**config.mk**
```make
export PLATFORM = sky130hd
export DESIGN_NAME = call_stack_sequencer_flat
export DESIGN_NICKNAME = d
export VERILOG_FILES = /design/src/rtl/call_stack_sequencer_pkg.sv /design/src/rtl/call_stack_sequencer_if.sv /design/src/rtl/call_stack_sequencer.sv /design/src/flat_wrapper.sv
export SDC_FILE = /design/constraint.sdc
export NUM_CORES = 1
export LEC_CHECK = 0
export ABC_AREA = 1
export BUFFER_PORTS_ARGS = -buffer_cell sky130_fd_sc_hd__buf_4
export CAP_MARGIN = 20
export CORE_UTILIZATION = 55
export DETAILED_ROUTE_END_ITERATION = 7
export PLACE_DENSITY = 0.77
export SLEW_MARGIN = 10
export SYNTH_ARGS = -nofsm -noshare
export SYNTH_HDL_FRONTEND = slang
export SYNTH_SLANG_ARGS = --single-unit
```
**constraint.sdc**
```tcl
create_clock -name clk -period 3.5 [get_ports clk]
set_input_delay 0.7 -clock clk [delete_from_list [all_inputs] [get_ports clk]]
set_output_delay 0.7 -clock clk [all_outputs]
set_load 0.01 [all_outputs]
```
**src/rtl/call_stack_sequencer_pkg.sv**
```systemverilog
// Shared types and constants for the subroutine-linkage stack sequencer:
// command opcodes, FSM state encodings and the stack page location.
package call_stack_sequencer_pkg;

    localparam int RAM_ADDR_WIDTH = 12;
    localparam int SP_WIDTH       = 8;
    localparam int PC_WIDTH       = 13;

    localparam logic [3:0] STACK_PAGE = 4'h0;

    typedef enum logic [1:0] {
        PUSH_PC     = 2'd0,
        POP_PC      = 2'd1,
        POP_PC_SKIP = 2'd2,
        RSVD        = 2'd3
    } stack_op_t;

    // Plain encoded constants keep the state vector readable in older tools.
    typedef logic [3:0] stack_state_t;

    localparam stack_state_t ST_IDLE = 4'd0;
    localparam stack_state_t ST_W_P  = 4'd1;
    localparam stack_state_t ST_W_H  = 4'd2;
    localparam stack_state_t ST_W_L  = 4'd3;
    localparam stack_state_t ST_R_L  = 4'd4;
    localparam stack_state_t ST_R_H  = 4'd5;
    localparam stack_state_t ST_R_P  = 4'd6;
    localparam stack_state_t ST_CAP  = 4'd7;
    localparam stack_state_t ST_FIN  = 4'd8;

    // The page bit (bit 12) never takes part in the return-address increment.
    function automatic logic [11:0] inc12(input logic [11:0] v);
        return v + 12'd1;
    endfunction

endpackage

```
**src/rtl/call_stack_sequencer_if.sv**
```systemverilog
// Decode-side command bus, shared data-RAM port and PC/SP writeback of the
// stack sequencer, bundled as one interface.
interface call_stack_sequencer_if;
    import call_stack_sequencer_pkg::*;

    logic                      cmd_valid;
    logic                      cmd_ready;
    logic [1:0]                cmd_op;
    logic [PC_WIDTH-1:0]       pc_in;
    logic [PC_WIDTH-1:0]       pc_target;
    logic [SP_WIDTH-1:0]       sp_in;
    logic [RAM_ADDR_WIDTH-1:0] ram_addr;
    logic [3:0]                ram_wdata;
    logic                      ram_we;
    logic [3:0]                ram_rdata;
    logic [PC_WIDTH-1:0]       pc_out;
    logic                      pc_we;
    logic [SP_WIDTH-1:0]       sp_out;
    logic                      sp_we;
    logic                      done;
    logic                      busy;

    modport master (
        output cmd_valid, cmd_op, pc_in, pc_target, sp_in, ram_rdata,
        input  cmd_ready, ram_addr, ram_wdata, ram_we, pc_out, pc_we,
               sp_out, sp_we, done, busy
    );

    modport slave (
        input  cmd_valid, cmd_op, pc_in, pc_target, sp_in, ram_rdata,
        output cmd_ready, ram_addr, ram_wdata, ram_we, pc_out, pc_we,
               sp_out, sp_we, done, busy
    );

endinterface

```
**src/rtl/call_stack_sequencer.sv**
```systemverilog
// Stack micro-sequencer: pushes the return address for CALL/CALZ and pops it
// for RET/RETS over the shared nibble RAM port, then writes back SP and PC.
module call_stack_sequencer
    import call_stack_sequencer_pkg::*;
(
    input  logic                  clk,
    input  logic                  reset_n,
    input  logic                  clk_en,
    call_stack_sequencer_if.slave bus
);

    stack_state_t        state_q;
    stack_state_t        state_d;
    stack_op_t           op_q;
    logic [PC_WIDTH-1:0] pc_q;
    logic [PC_WIDTH-1:0] target_q;
    logic [SP_WIDTH-1:0] sp_q;
    logic [3:0]          l_q;
    logic [3:0]          h_q;
    logic [3:0]          p_q;

    logic [11:0]         ret_addr;
    logic [11:0]         popped;
    logic [SP_WIDTH-1:0] addr_lo;
    logic                we_st;
    logic                upd_st;
    logic                done_st;

    assign ret_addr = inc12(pc_q[11:0]);
    assign popped   = {p_q, h_q, l_q};

    // NOTE: every variable assigned in always_comb gets a default first;
    // a path that leaves one unassigned would infer a latch.
    always_comb begin
        state_d = state_q;
        case (state_q)
            ST_IDLE: begin
                if (bus.cmd_valid) begin
                    case (stack_op_t'(bus.cmd_op))
                        PUSH_PC:             state_d = ST_W_P;
                        POP_PC, POP_PC_SKIP: state_d = ST_R_L;
                        default:             state_d = ST_FIN;
                    endcase
                end
            end
            ST_W_P:  state_d = ST_W_H;
            ST_W_H:  state_d = ST_W_L;
            ST_W_L:  state_d = ST_FIN;
            ST_R_L:  state_d = ST_R_H;
            ST_R_H:  state_d = ST_R_P;
            ST_R_P:  state_d = ST_CAP;
            ST_CAP:  state_d = ST_FIN;
            default: state_d = ST_IDLE;
        endcase
    end

    // NOTE: state and datapath registers use non-blocking assignments so every
    // flop samples pre-edge values; the few datapath registers are reset too,
    // which keeps outputs deterministic right after reset.
    always_ff @(posedge clk or negedge reset_n) begin
        if (!reset_n) begin
            state_q  <= ST_IDLE;
            op_q     <= PUSH_PC;
            pc_q     <= '0;
            target_q <= '0;
            sp_q     <= '0;
            l_q      <= '0;
            h_q      <= '0;
            p_q      <= '0;
        end else if (clk_en) begin
            state_q <= state_d;
            if (state_q == ST_IDLE && bus.cmd_valid) begin
                op_q     <= stack_op_t'(bus.cmd_op);
                pc_q     <= bus.pc_in;
                target_q <= bus.pc_target;
                sp_q     <= bus.sp_in;
            end
            // Read data trails the address by one step.
            if (state_q == ST_R_H) l_q <= bus.ram_rdata;
            if (state_q == ST_R_P) h_q <= bus.ram_rdata;
            if (state_q == ST_CAP) p_q <= bus.ram_rdata;
        end
    end

    always_comb begin
        addr_lo       = '0;
        bus.ram_wdata = '0;
        bus.pc_out    = '0;
        bus.sp_out    = '0;
        we_st         = 1'b0;
        upd_st        = 1'b0;
        done_st       = 1'b0;
        case (state_q)
            ST_W_P: begin
                addr_lo       = sp_q - SP_WIDTH'(1);
                bus.ram_wdata = ret_addr[11:8];
                we_st         = 1'b1;
            end
            ST_W_H: begin
                addr_lo       = sp_q - SP_WIDTH'(2);
                bus.ram_wdata = ret_addr[7:4];
                we_st         = 1'b1;
            end
            ST_W_L: begin
                addr_lo       = sp_q - SP_WIDTH'(3);
                bus.ram_wdata = ret_addr[3:0];
                we_st         = 1'b1;
            end
            ST_R_L: addr_lo = sp_q;
            ST_R_H: addr_lo = sp_q + SP_WIDTH'(1);
            ST_R_P: addr_lo = sp_q + SP_WIDTH'(2);
            ST_FIN: begin
                done_st = 1'b1;
                case (op_q)
                    PUSH_PC: begin
                        bus.sp_out = sp_q - SP_WIDTH'(3);
                        bus.pc_out = target_q;
                        upd_st     = 1'b1;
                    end
                    POP_PC: begin
                        bus.sp_out = sp_q + SP_WIDTH'(3);
                        bus.pc_out = {pc_q[12], popped};
                        upd_st     = 1'b1;
                    end
                    POP_PC_SKIP: begin
                        bus.sp_out = sp_q + SP_WIDTH'(3);
                        bus.pc_out = {pc_q[12], inc12(popped)};
                        upd_st     = 1'b1;
                    end
                    default: ;
                endcase
            end
            default: ;
        endcase
    end

    // Strobes are qualified by clk_en so a stalled step never repeats them.
    assign bus.ram_addr  = {STACK_PAGE, addr_lo};
    assign bus.ram_we    = we_st & clk_en;
    assign bus.pc_we     = upd_st & clk_en;
    assign bus.sp_we     = upd_st & clk_en;
    assign bus.done      = done_st & clk_en;
    assign bus.cmd_ready = (state_q == ST_IDLE);
    assign bus.busy      = (state_q != ST_IDLE);

endmodule
```
**src/flat_wrapper.sv**
```systemverilog
// flat-port wrapper written by rule: the top's interface ports become plain ports
module call_stack_sequencer_flat import call_stack_sequencer_pkg::*;
  (clk, reset_n, clk_en, bus_cmd_valid, bus_cmd_op, bus_pc_in, bus_pc_target, bus_sp_in, bus_ram_rdata, bus_cmd_ready, bus_ram_addr, bus_ram_wdata, bus_ram_we, bus_pc_out, bus_pc_we, bus_sp_out, bus_sp_we, bus_done, bus_busy);
  call_stack_sequencer_if bus_i ();
  input  logic clk;
  input  logic reset_n;
  input  logic clk_en;
  input wire logic [$bits(bus_i.cmd_valid)-1:0] bus_cmd_valid;
  input wire logic [$bits(bus_i.cmd_op)-1:0] bus_cmd_op;
  input wire logic [$bits(bus_i.pc_in)-1:0] bus_pc_in;
  input wire logic [$bits(bus_i.pc_target)-1:0] bus_pc_target;
  input wire logic [$bits(bus_i.sp_in)-1:0] bus_sp_in;
  input wire logic [$bits(bus_i.ram_rdata)-1:0] bus_ram_rdata;
  output wire logic [$bits(bus_i.cmd_ready)-1:0] bus_cmd_ready;
  output wire logic [$bits(bus_i.ram_addr)-1:0] bus_ram_addr;
  output wire logic [$bits(bus_i.ram_wdata)-1:0] bus_ram_wdata;
  output wire logic [$bits(bus_i.ram_we)-1:0] bus_ram_we;
  output wire logic [$bits(bus_i.pc_out)-1:0] bus_pc_out;
  output wire logic [$bits(bus_i.pc_we)-1:0] bus_pc_we;
  output wire logic [$bits(bus_i.sp_out)-1:0] bus_sp_out;
  output wire logic [$bits(bus_i.sp_we)-1:0] bus_sp_we;
  output wire logic [$bits(bus_i.done)-1:0] bus_done;
  output wire logic [$bits(bus_i.busy)-1:0] bus_busy;
  assign bus_i.cmd_valid = bus_cmd_valid;
  assign bus_i.cmd_op = bus_cmd_op;
  assign bus_i.pc_in = bus_pc_in;
  assign bus_i.pc_target = bus_pc_target;
  assign bus_i.sp_in = bus_sp_in;
  assign bus_i.ram_rdata = bus_ram_rdata;
  assign bus_cmd_ready = bus_i.cmd_ready;
  assign bus_ram_addr = bus_i.ram_addr;
  assign bus_ram_wdata = bus_i.ram_wdata;
  assign bus_ram_we = bus_i.ram_we;
  assign bus_pc_out = bus_i.pc_out;
  assign bus_pc_we = bus_i.pc_we;
  assign bus_sp_out = bus_i.sp_out;
  assign bus_sp_we = bus_i.sp_we;
  assign bus_done = bus_i.done;
  assign bus_busy = bus_i.busy;
  call_stack_sequencer u_core (.clk(clk), .reset_n(reset_n), .clk_en(clk_en), .bus(bus_i));
endmodule
```
==> flow_metrics.tcl <==
set metrics [dict create \
    routed_wl_mm 11.4 \
    core_area_um2 7370 \
    path_buf_inv 2 \
    synth_edf_count 0 \
    ys_types 37 \
    synth.most_common_cell "nand2_1" \
    clk_pin_slew_ns 0.10 \
    avgRoutedWirePerCell_um 13.8 \
    fin_skew_ns 0.00826 \
    r2r_cells 6 \
    ys_seq_elements 52 \
    grt_overflow 0 \
    dp_hpwl_mm 8.83 \
    avgSynthCellArea_um2 6.49 \
    crit_type "register to output pin" \
    grt_pass1_wl_mm 19.7 \
    postSynthCellCount 657 \
    cp-startpoint "u_core.state_q[2]$_DFFE_PN0P_" \
    tns_ns 0 \
    status "complete, no violations" \
    cts_tree "yes" \
    r2r-start "u_core.state_q[3]$_DFFE_PN0P_" \
    cpMostUsedCell "nand2_1" \
    htreeDepth 2 \
    endpoint "bus_ram_addr[4]" \
    fmax_mhz 312 \
    grt_pass1_vias 4231 \
    n_antenna_cell 0 \
    relSlewSlack 0.367 \
    track_usage 0.295 \
    min_period_ns 3.20 \
    rows 31 \
    min_path_type "input pin to asynchronous set/reset pin" \
    ys.flop_type "dfrtp_1" \
    critPathMaxFanout 10 \
    clk_latency_ns 0.31 \
    first_pass_iters 5 \
    rrSetupSlack_ns 1.38 \
    fin_util 0.675 \
    slew_viol_final 0 \
    drtIter0Drc 333 \
    die_w_um 90.1 \
    rsz0062_at_grt "no" \
    worstSetupStartpointType "register" \
    hold_viol 0 \
    worst_pin_slew_ns 0.942 \
    cp-end-kind "output pin" \
    grt_max_degree 73 \
    cts_post_setup_buffers_inserted 0 \
    cts_max_path_buffers 2 \
    cts_sinks 52 \
    slowest_stage "ha_1" \
    synth_warnings 0 \
    final.period_utilization 0.915 \
    required_ns 2.80 \
    worst-path-stages 10 \
    arrival_ns 2.50 \
    ir_worst_vdd_uv 425 \
    synth_area_leaders "dfrtp_1, nand2_1, inv_1, ha_1, nand3_1" \
    syn_to_final_growth_pct 16.6 \
    start_util 0.579 \
    drive_gt1_frac 0.150 \
    antenna_found_initial 0 \
    synth_largest_type_area_fraction 0.305 \
    portBuffers 82 \
    yosysSeqAreaShare 0.305 \
    path_cells "inv_1 > nor2_1 > nand2_1 > ha_1 > a21oi_1 > nand2_1 > or2_2 > nand3_1 > nand4_1 > buf_4" \
    dp.cells 820 \
    ant_nets 0 \
    critPathTopFamily "simple AND/OR/NAND/NOR gates" \
    p_leak_nw 2.62 \
    final_nets 799 \
    slowest_delay_ns 0.44 \
    numCtsBuffers 5 \
    synth_top_cells_by_count "nand2_1, inv_1, nor2_1, nand3_1, dfrtp_1" \
    fp.dieH_um 90.1 \
    netlist.top_cell.by_area "dfrtp_1" \
    netlist_area_um2 4260 \
    worstReg2RegEnd "u_core.sp_q[3]$_DFFE_PN0P_" \
    cap_violations 0 \
    synthArstFlopShare 1.00 \
    final_cells 828 \
    ioPinCount 87 \
    vias 4473 \
    ctsHoldBuffers 0 \
    p_per_area_nw_per_um2 847 \
    setup_violations 0 \
    clockRootBuffer "clkbuf_8" \
    die_area_um2 8110 \
    cts_resized 0 \
    gp_congestion 0.955 \
    drc 0 \
    vias_per_cell 5.40 \
]
## routing by layer
metal / share of wire / track usage / wire [µm]
met2: 0.46 / 0.476 / 5200
met1: 0.46 / 0.411 / 5260
met4: 0.019 / 0.0780 / 222
met5: 0 / 0 / 0
met3: 0.064 / 0.0482 / 725
## flip-flops by register name, summed over array words and instances, names as in the netlist
signal and flops:
u_core.pc_q 13, u_core.target_q 13, u_core.sp_q 8, u_core.h_q 4
u_core.l_q 4, u_core.p_q 4, u_core.state_q 4, u_core.op_q 2
## worst min path at each step
stage,endpoint,start,cells past startpoint
floorplan,u_core.h_q[0]$_DFFE_PN0P_,reset_n,0
global placement,u_core.target_q[1]$_DFFE_PN0P_,u_core.target_q[1]$_DFFE_PN0P_,2
detailed placement,u_core.target_q[3]$_DFFE_PN0P_,u_core.target_q[3]$_DFFE_PN0P_,2
CTS,u_core.p_q[0]$_DFFE_PN0P_,reset_n,1
global route,u_core.p_q[0]$_DFFE_PN0P_,reset_n,1
finish,u_core.p_q[0]$_DFFE_PN0P_,reset_n,1
## final cells by class
cell class / instances / area, µm²
clock inverter: 3 / 27.5
fill: 702 / 2400
clock buffer: 5 / 68.8
timing repair buffer: 82 / 616
tap: 99 / 124
inverter: 107 / 402
multi-input combinational: 480 / 2430
sequential: 52 / 1300
## stage by stage
step | hold slack [ns] | cell area, µm² | setup WS, ns | power [mW]
detailed placement | 0.480 | 4880 | 0.703 | 3.80
global placement | 0.467 | 4880 | 0.793 | 3.73
finish | 0.399 | 4970 | 0.297 | 4.21
CTS | 0.438 | 4970 | 0.348 | 4.19
global route | 0.464 | 4970 | 0.0401 | 4.66
floorplan | 0.404 | 4280 | 1.01 | 2.98
## cells in the final DEF (no fill, tap or decap), types with 2 or more instances in the layout
cell	count
a21oi_1	42
o21ai_0	47
nand3b_1	2
inv_1	104
fa_1	2
inv_2	3
clkbuf_8	5
nor3_1	7
nand2_1	173
dfrtp_1	52
o2111ai_1	2
o21ai_1	13
or2_2	3
a31oi_1	6
xor2_1	2
o21ai_2	6
nor2_2	2
buf_4	82
conb_1	4
nand3_1	60
nand4_1	9
nor2_1	65
ha_1	25
## power by group
| group | switching, mW | internal, mW | total, mW |
|---|---|---|---|
| combinational | 1.64 | 1.00 | 2.64 |
| clock | 0.226 | 0.147 | 0.373 |
| sequential | 0.322 | 0.875 | 1.20 |
## worst reg2reg max path: stages (launching register included)
cell and delay (ns):
dfrtp_1 0.43, nor2_1 0.20, inv_2 0.09, nor2_4 0.20, nand3_4 0.60, nor2_1 0.38
a21oi_1 0.07
## logic make-up (layout without fill, tap and decap cells)
kind of cell	count (synthesis)	in the layout	share of synthesized area
simple gates	326	326	0.325
xor+xnor	3	3	0.00616
flops	52	52	0.305
other cells	1	4	0.000879
buf+inv	128	197	0.126
mux	2	2	0.00499
compound gates	118	118	0.149
fa+ha+maj	27	27	0.0827
Note: power is estimated with default switching activity, not from simulation.
